$ cat src/rtl/sr_flag_pkg.sv
// Shared definitions for the set/reset flag bank: both-asserted policy
// encodings and the per-channel next-state resolver.
package sr_flag_pkg;

    localparam logic [1:0] MODE_RST_DOM = 2'd0;
    localparam logic [1:0] MODE_SET_DOM = 2'd1;
    localparam logic [1:0] MODE_TOGGLE  = 2'd2;
    localparam logic [1:0] MODE_HOLD    = 2'd3;

    // Next flag value from effective set/reset requests and current state.
    function automatic logic resolve(input logic [1:0] mode,
                                     input logic       s,
                                     input logic       r,
                                     input logic       q);
        logic nq;
        nq = q;
        case ({s, r})
            2'b10:   nq = 1'b1;
            2'b01:   nq = 1'b0;
            2'b11: begin
                case (mode)
                    MODE_RST_DOM: nq = 1'b0;
                    MODE_SET_DOM: nq = 1'b1;
                    MODE_TOGGLE:  nq = ~q;
                    default:      nq = q;
                endcase
            end
            default: nq = q;
        endcase
        return nq;
    endfunction

endpackage

$ cat src/rtl/sr_flag_cell.sv
// One flag channel: optional synchroniser, optional rising-edge qualifier,
// policy resolution and registered q/qbar/chg. The conflict event is left
// unregistered so the bank can fold it into its sticky status the same cycle.
module sr_flag_cell
    import sr_flag_pkg::*;
#(
    parameter int MODE        = 0,
    parameter int SYNC_STAGES = 0,
    parameter int EDGE        = 0
) (
    input  logic clk,
    input  logic rst_n,
    input  logic set_i,
    input  logic reset_i,
    output logic q_o,
    output logic qbar_o,
    output logic chg_o,
    output logic conflict_o
);

    localparam logic [1:0] MODE_SEL = 2'(MODE);

    logic s_sync, r_sync;
    logic s_e, r_e;
    logic q_d, q_q, chg_q;

    generate
        if (SYNC_STAGES == 0) begin : g_nosync
            assign s_sync = set_i;
            assign r_sync = reset_i;
        end else begin : g_sync
            logic [SYNC_STAGES-1:0] s_sync_q, r_sync_q;
            // Shift raw requests through the synchroniser chain.
            always_ff @(posedge clk or negedge rst_n) begin
                if (!rst_n) begin
                    s_sync_q <= '0;
                    r_sync_q <= '0;
                end else begin
                    s_sync_q[0] <= set_i;
                    r_sync_q[0] <= reset_i;
                    for (int k = 1; k < SYNC_STAGES; k++) begin
                        s_sync_q[k] <= s_sync_q[k-1];
                        r_sync_q[k] <= r_sync_q[k-1];
                    end
                end
            end
            assign s_sync = s_sync_q[SYNC_STAGES-1];
            assign r_sync = r_sync_q[SYNC_STAGES-1];
        end

        if (EDGE != 0) begin : g_edge
            logic s_prev_q, r_prev_q;
            // Remember last synchronised level; prev starts at 0 so a request
            // held across reset release counts as a rising edge.
            always_ff @(posedge clk or negedge rst_n) begin
                if (!rst_n) begin
                    s_prev_q <= 1'b0;
                    r_prev_q <= 1'b0;
                end else begin
                    s_prev_q <= s_sync;
                    r_prev_q <= r_sync;
                end
            end
            assign s_e = s_sync & ~s_prev_q;
            assign r_e = r_sync & ~r_prev_q;
        end else begin : g_level
            assign s_e = s_sync;
            assign r_e = r_sync;
        end
    endgenerate

    assign q_d = resolve(MODE_SEL, s_e, r_e, q_q);

    // Flag state and its change pulse, both aligned to the same edge.
    always_ff @(posedge clk or negedge rst_n) begin
        if (!rst_n) begin
            q_q   <= 1'b0;
            chg_q <= 1'b0;
        end else begin
            q_q   <= q_d;
            chg_q <= q_d ^ q_q;
        end
    end

    assign q_o        = q_q;
    assign qbar_o     = ~q_q;
    assign chg_o      = chg_q;
    assign conflict_o = s_e & r_e;

endmodule

$ cat src/rtl/sr_flag_bank.sv
// Bank of CH clocked set/reset flags with sticky per-channel conflict status
// and a saturating count of cycles in which any channel conflicted.
module sr_flag_bank
    import sr_flag_pkg::*;
#(
    parameter int CH          = 8,
    parameter int MODE        = 0,
    parameter int SYNC_STAGES = 0,
    parameter int EDGE        = 0,
    parameter int CNT_W       = 8
) (
    input  logic             clk,
    input  logic             rst_n,
    input  logic [CH-1:0]    set,
    input  logic [CH-1:0]    reset,
    input  logic             clr,
    output logic [CH-1:0]    q,
    output logic [CH-1:0]    qbar,
    output logic [CH-1:0]    chg,
    output logic [CH-1:0]    conflict,
    output logic [CNT_W-1:0] conflict_cnt
);

    localparam logic [CNT_W-1:0] CNT_MAX = {CNT_W{1'b1}};

    logic [CH-1:0]    ev;
    logic [CH-1:0]    conflict_d, conflict_q;
    logic [CNT_W-1:0] cnt_d, cnt_q;
    logic             any_ev;

    generate
        for (genvar i = 0; i < CH; i++) begin : g_cell
            sr_flag_cell #(
                .MODE        (MODE),
                .SYNC_STAGES (SYNC_STAGES),
                .EDGE        (EDGE)
            ) u_cell (
                .clk        (clk),
                .rst_n      (rst_n),
                .set_i      (set[i]),
                .reset_i    (reset[i]),
                .q_o        (q[i]),
                .qbar_o     (qbar[i]),
                .chg_o      (chg[i]),
                .conflict_o (ev[i])
            );
        end
    endgenerate

    assign any_ev = |ev;

    // Sticky status and saturating count; a conflict coinciding with clr survives.
    always_comb begin
        conflict_d = conflict_q | ev;
        cnt_d      = cnt_q;
        if (clr) begin
            conflict_d = ev;
            cnt_d      = any_ev ? CNT_W'(1) : '0;
        end else if (any_ev && (cnt_q != CNT_MAX)) begin
            cnt_d = cnt_q + CNT_W'(1);
        end
    end

    // Conflict status registers.
    always_ff @(posedge clk or negedge rst_n) begin
        if (!rst_n) begin
            conflict_q <= '0;
            cnt_q      <= '0;
        end else begin
            conflict_q <= conflict_d;
            cnt_q      <= cnt_d;
        end
    end

    assign conflict     = conflict_q;
    assign conflict_cnt = cnt_q;

endmodule

$ cat config.mk
export PLATFORM = sky130hd
export DESIGN_NAME = sr_flag_bank
export DESIGN_NICKNAME = d
export VERILOG_FILES = /design/src/rtl/sr_flag_pkg.sv /design/src/rtl/sr_flag_cell.sv /design/src/rtl/sr_flag_bank.sv
export SDC_FILE = /design/constraint.sdc
export NUM_CORES = 1
export LEC_CHECK = 0
export BUFFER_PORTS_ARGS = -buffer_cell sky130_fd_sc_hd__clkbuf_2
export CORE_UTILIZATION = 51
export CTS_CLUSTER_DIAMETER = 60
export DETAILED_ROUTE_END_ITERATION = 7
export GPL_TIMING_DRIVEN = 0
export MAX_ROUTING_LAYER = met4
export PLACE_DENSITY_LB_ADDON = 0.12
export SLEW_MARGIN = 20
export SYNTH_ARGS = -nofsm -noshare
export SYNTH_HDL_FRONTEND = slang
export SYNTH_HIERARCHICAL = 1
export SYNTH_SLANG_ARGS = --single-unit
$ cat constraint.sdc
create_clock -name clk -period 2.2 [get_ports clk]
set_input_delay 0.11 -clock clk [delete_from_list [all_inputs] [get_ports clk]]
set_output_delay 0.11 -clock clk [all_outputs]
set_load 0.02 [all_outputs]
==> impl_metrics.ini <==
[clocking]
path_clk_slew_ns = 0.10
cts_max_level = 2
numCtsBuffers = 5
clockBufferDepth = 2
cts_resized = 0
tritoncts = yes
cts_setup_buffers = 0
cts-root-buf = clkbuf_4
clk_latency_ns = 0.33
holdBufCountCts = 9
cts.sinks = 32

[critical_path]
reg2reg_depth = 5
crit_path_start_kind = input pin
cpMostUsedCell = nor4_2
cp_max_fo = 10
worstSetupPathType = input pin to flip-flop
endpoint_kind = flip-flop
slowest_delay_ns = 0.53
cp.required_ns = 2.43
arrival_ns = 2.10
crit_path_top_delay_cell = dlygate4sd3_1
r2r-start = conflict_cnt[0]
reg2reg_setup_slack_ns = 0.49
r2r_end = conflict_cnt[5]
worstPathCellList = dlygate4sd3_1, clkbuf_2, and2_2, nor4_2, and2_4, buf_6, nor4_2, mux2_4

[timing]
final.setup.tns_ns = 0
setup_ws_ns = 0.330
finClkSkew_ns = 0.00748
setup_viol = 0
rsz0062_at_grt = false
slew_violations = 0
max_freq_ghz = 0.535
worst_pin_slew_ns = 0.765
final-hold-violation-count = 0
slew_headroom_pct = 49.0
finalCriticalPeriod_ns = 1.87
post-route-period-util_pct = 85.0

[global_routing]
grt_first_pass_wirelength_um = 4890
antenna_found_initial = 0
grt_max_degree = 33
grt_pass1_vias = 1151
grt_usage_pct = 21.5
overflow = 0

[floorplan]
rows = 19
core_mm2 = 0.00273
ios = 59
die-area_mm2 = 0.00307
initial_utilization_pct = 53.2
die_w_um = 55.4
die_h_um = 55.4

[cells_and_area]
syn_to_final_growth_pct = 32.5
nets = 232
post-route-util_pct = 70.5
diodes = 0
final_cell_mix = clkbuf_2, dfrtp_1, nor2_1
post_route_cells_drive_above_1_share_pct = 39.9
layout_commonest_cell = clkbuf_2

[synth]
yosys.area.top_type = dfrtp_1
synth.cell_area_mm2 = 0.00146
synth_top_cells_by_area = dfrtp_1, nor2_1, o21ai_2, a21o_1, and2_2
postSynthNetCount = 159
synthCells = 139
synth_top_cell_area_share_pct = 55.0
avgSynthCellArea_um2 = 10.5
ys_ff_latch = 32
yosysWarnings = 6
synth_cell_types = 31
ys_seq_area_share_pct = 55.0

[route]
wl_per_cell_um = 11.9
viasPerCell = 5.15
drtIter0Drc = 39
vias = 1257
detail-route-antenna-nets = 0
drc = 0
first_pass_iters = 4
wl_um = 2910

[power]
power_mw = 1.29
power_density_mw_per_mm2 = 668
vdd_drop_max_mv = 0.655
cellLeakagePower_nw = 0.992

[hold_path]
whs_endpoint = g_cell[1].u_cell/q_o
whs_path_depth = 3
hp-class = input pin to flip-flop
worstHoldStart = set[1]

[job]
max_cap_violations = 0

[outcome]
status = finished clean

[placed_design]
gp_congestion = 0.826
dp_slack_ns = 0.522
numPortBuffers = 57
dpl.hpwl_um = 2100
==> cells by family (layout without fill, tap and decap cells) <==
group | after synthesis | count (layout) | share of synthesized area (%)
simple gates | 64 | 64 | 24.2
flops | 32 | 32 | 55.0
compound gates | 29 | 29 | 15.2
buf+inv | 12 | 86 | 3.61
fa+ha+maj | 1 | 1 | 0.860
mux | 1 | 1 | 1.03
==> state kept, by name, indices dropped and copies added (netlist names) <==
signal               cells
conflict                 8
conflict_cnt             8
g_cell.u_cell/chg_o      8
g_cell.u_cell/q_o        8
==> worst max-delay path by stage <==
stage	startpoint	endpoint	slack (ns)	depth (start not counted)
after floorplan	conflict_cnt[0]	conflict_cnt[5]	0.57	5
after global placement	reset[5]	conflict_cnt[5]	0.55	7
after CTS	reset[1]	conflict_cnt[5]	0.35	8
final	reset[1]	conflict_cnt[5]	0.33	8
after detailed placement	conflict_cnt[0]	conflict_cnt[5]	0.52	5
after global routing	reset[1]	conflict_cnt[5]	0.26	8
==> layout make-up <==
class	count	area, um^2
Clock buffer	8	58.8
Timing Repair Buffer	66	375
Buffer	2	15.0
Multi-Input combinational cell	95	602
Inverter	10	37.5
Sequential cell	32	801
Fill cell	219	806
Tap cell	31	38.8
==> worst max-delay path, delay by kind of cell <==
| kind | cells | cell delay [ns] |
|---|---|---|
| buffers and inverters | 3 | 0.79 |
| muxes | 1 | 0.31 |
| and+or+nand+nor | 4 | 0.88 |
==> through the flow <==
stage | std cells | cell area (um^2) | hold WS (ns)
3_3_place_gp | 227 | 1780 | 0.218
5_1_grt | 244 | 1930 | 0.0182
3_5_place_dp | 227 | 1780 | 0.224
2_1_floorplan | 139 | 1460 | -0.186
6_report | 244 | 1930 | 0.0163
4_1_cts | 244 | 1930 | 0.00737
==> synth_stat cells <==
| cell | n |
|---|---|
| o21ai_2 | 8 |
| mux2_4 | 1 |
| inv_1 | 9 |
| ha_1 | 1 |
| clkbuf_1 | 1 |
| o211ai_1 | 1 |
| and2_4 | 1 |
| nand2b_1 | 8 |
| o31ai_1 | 1 |
| nor2b_1 | 2 |
| nand3b_1 | 1 |
| buf_6 | 1 |
| dfrtp_1 | 32 |
| a21oi_1 | 3 |
| o311ai_0 | 2 |
| and2_2 | 8 |
| and2_1 | 1 |
| a21o_1 | 8 |
| o41ai_1 | 2 |
| o21ai_1 | 1 |
| a211oi_1 | 2 |
| or4_1 | 2 |
| nand4_1 | 1 |
| nor2_1 | 19 |
| nand2_1 | 13 |
| nand3_1 | 3 |
| nor4_2 | 3 |
| nor3_1 | 1 |
| clkinv_1 | 1 |
| nor4b_1 | 1 |
| a31oi_1 | 1 |
==> metal layers <==
metal | vias to the layer above | track usage [%] | wire length, um
met5 | - | - | 0
met4 | 0 | 10.7 | 52
met3 | 6 | 5.39 | 132
met2 | 37 | 36.3 | 1460
met1 | 593 | 23.5 | 1260
li1 | 621 | - | -
==> power breakdown <==
part / total [mW] / switching, mW / internal [mW]
registers: 0.670 / 0.0375 / 0.632
logic: 0.270 / 0.165 / 0.105
clock network: 0.349 / 0.191 / 0.158
Note: power is estimated with default switching activity, not from simulation.
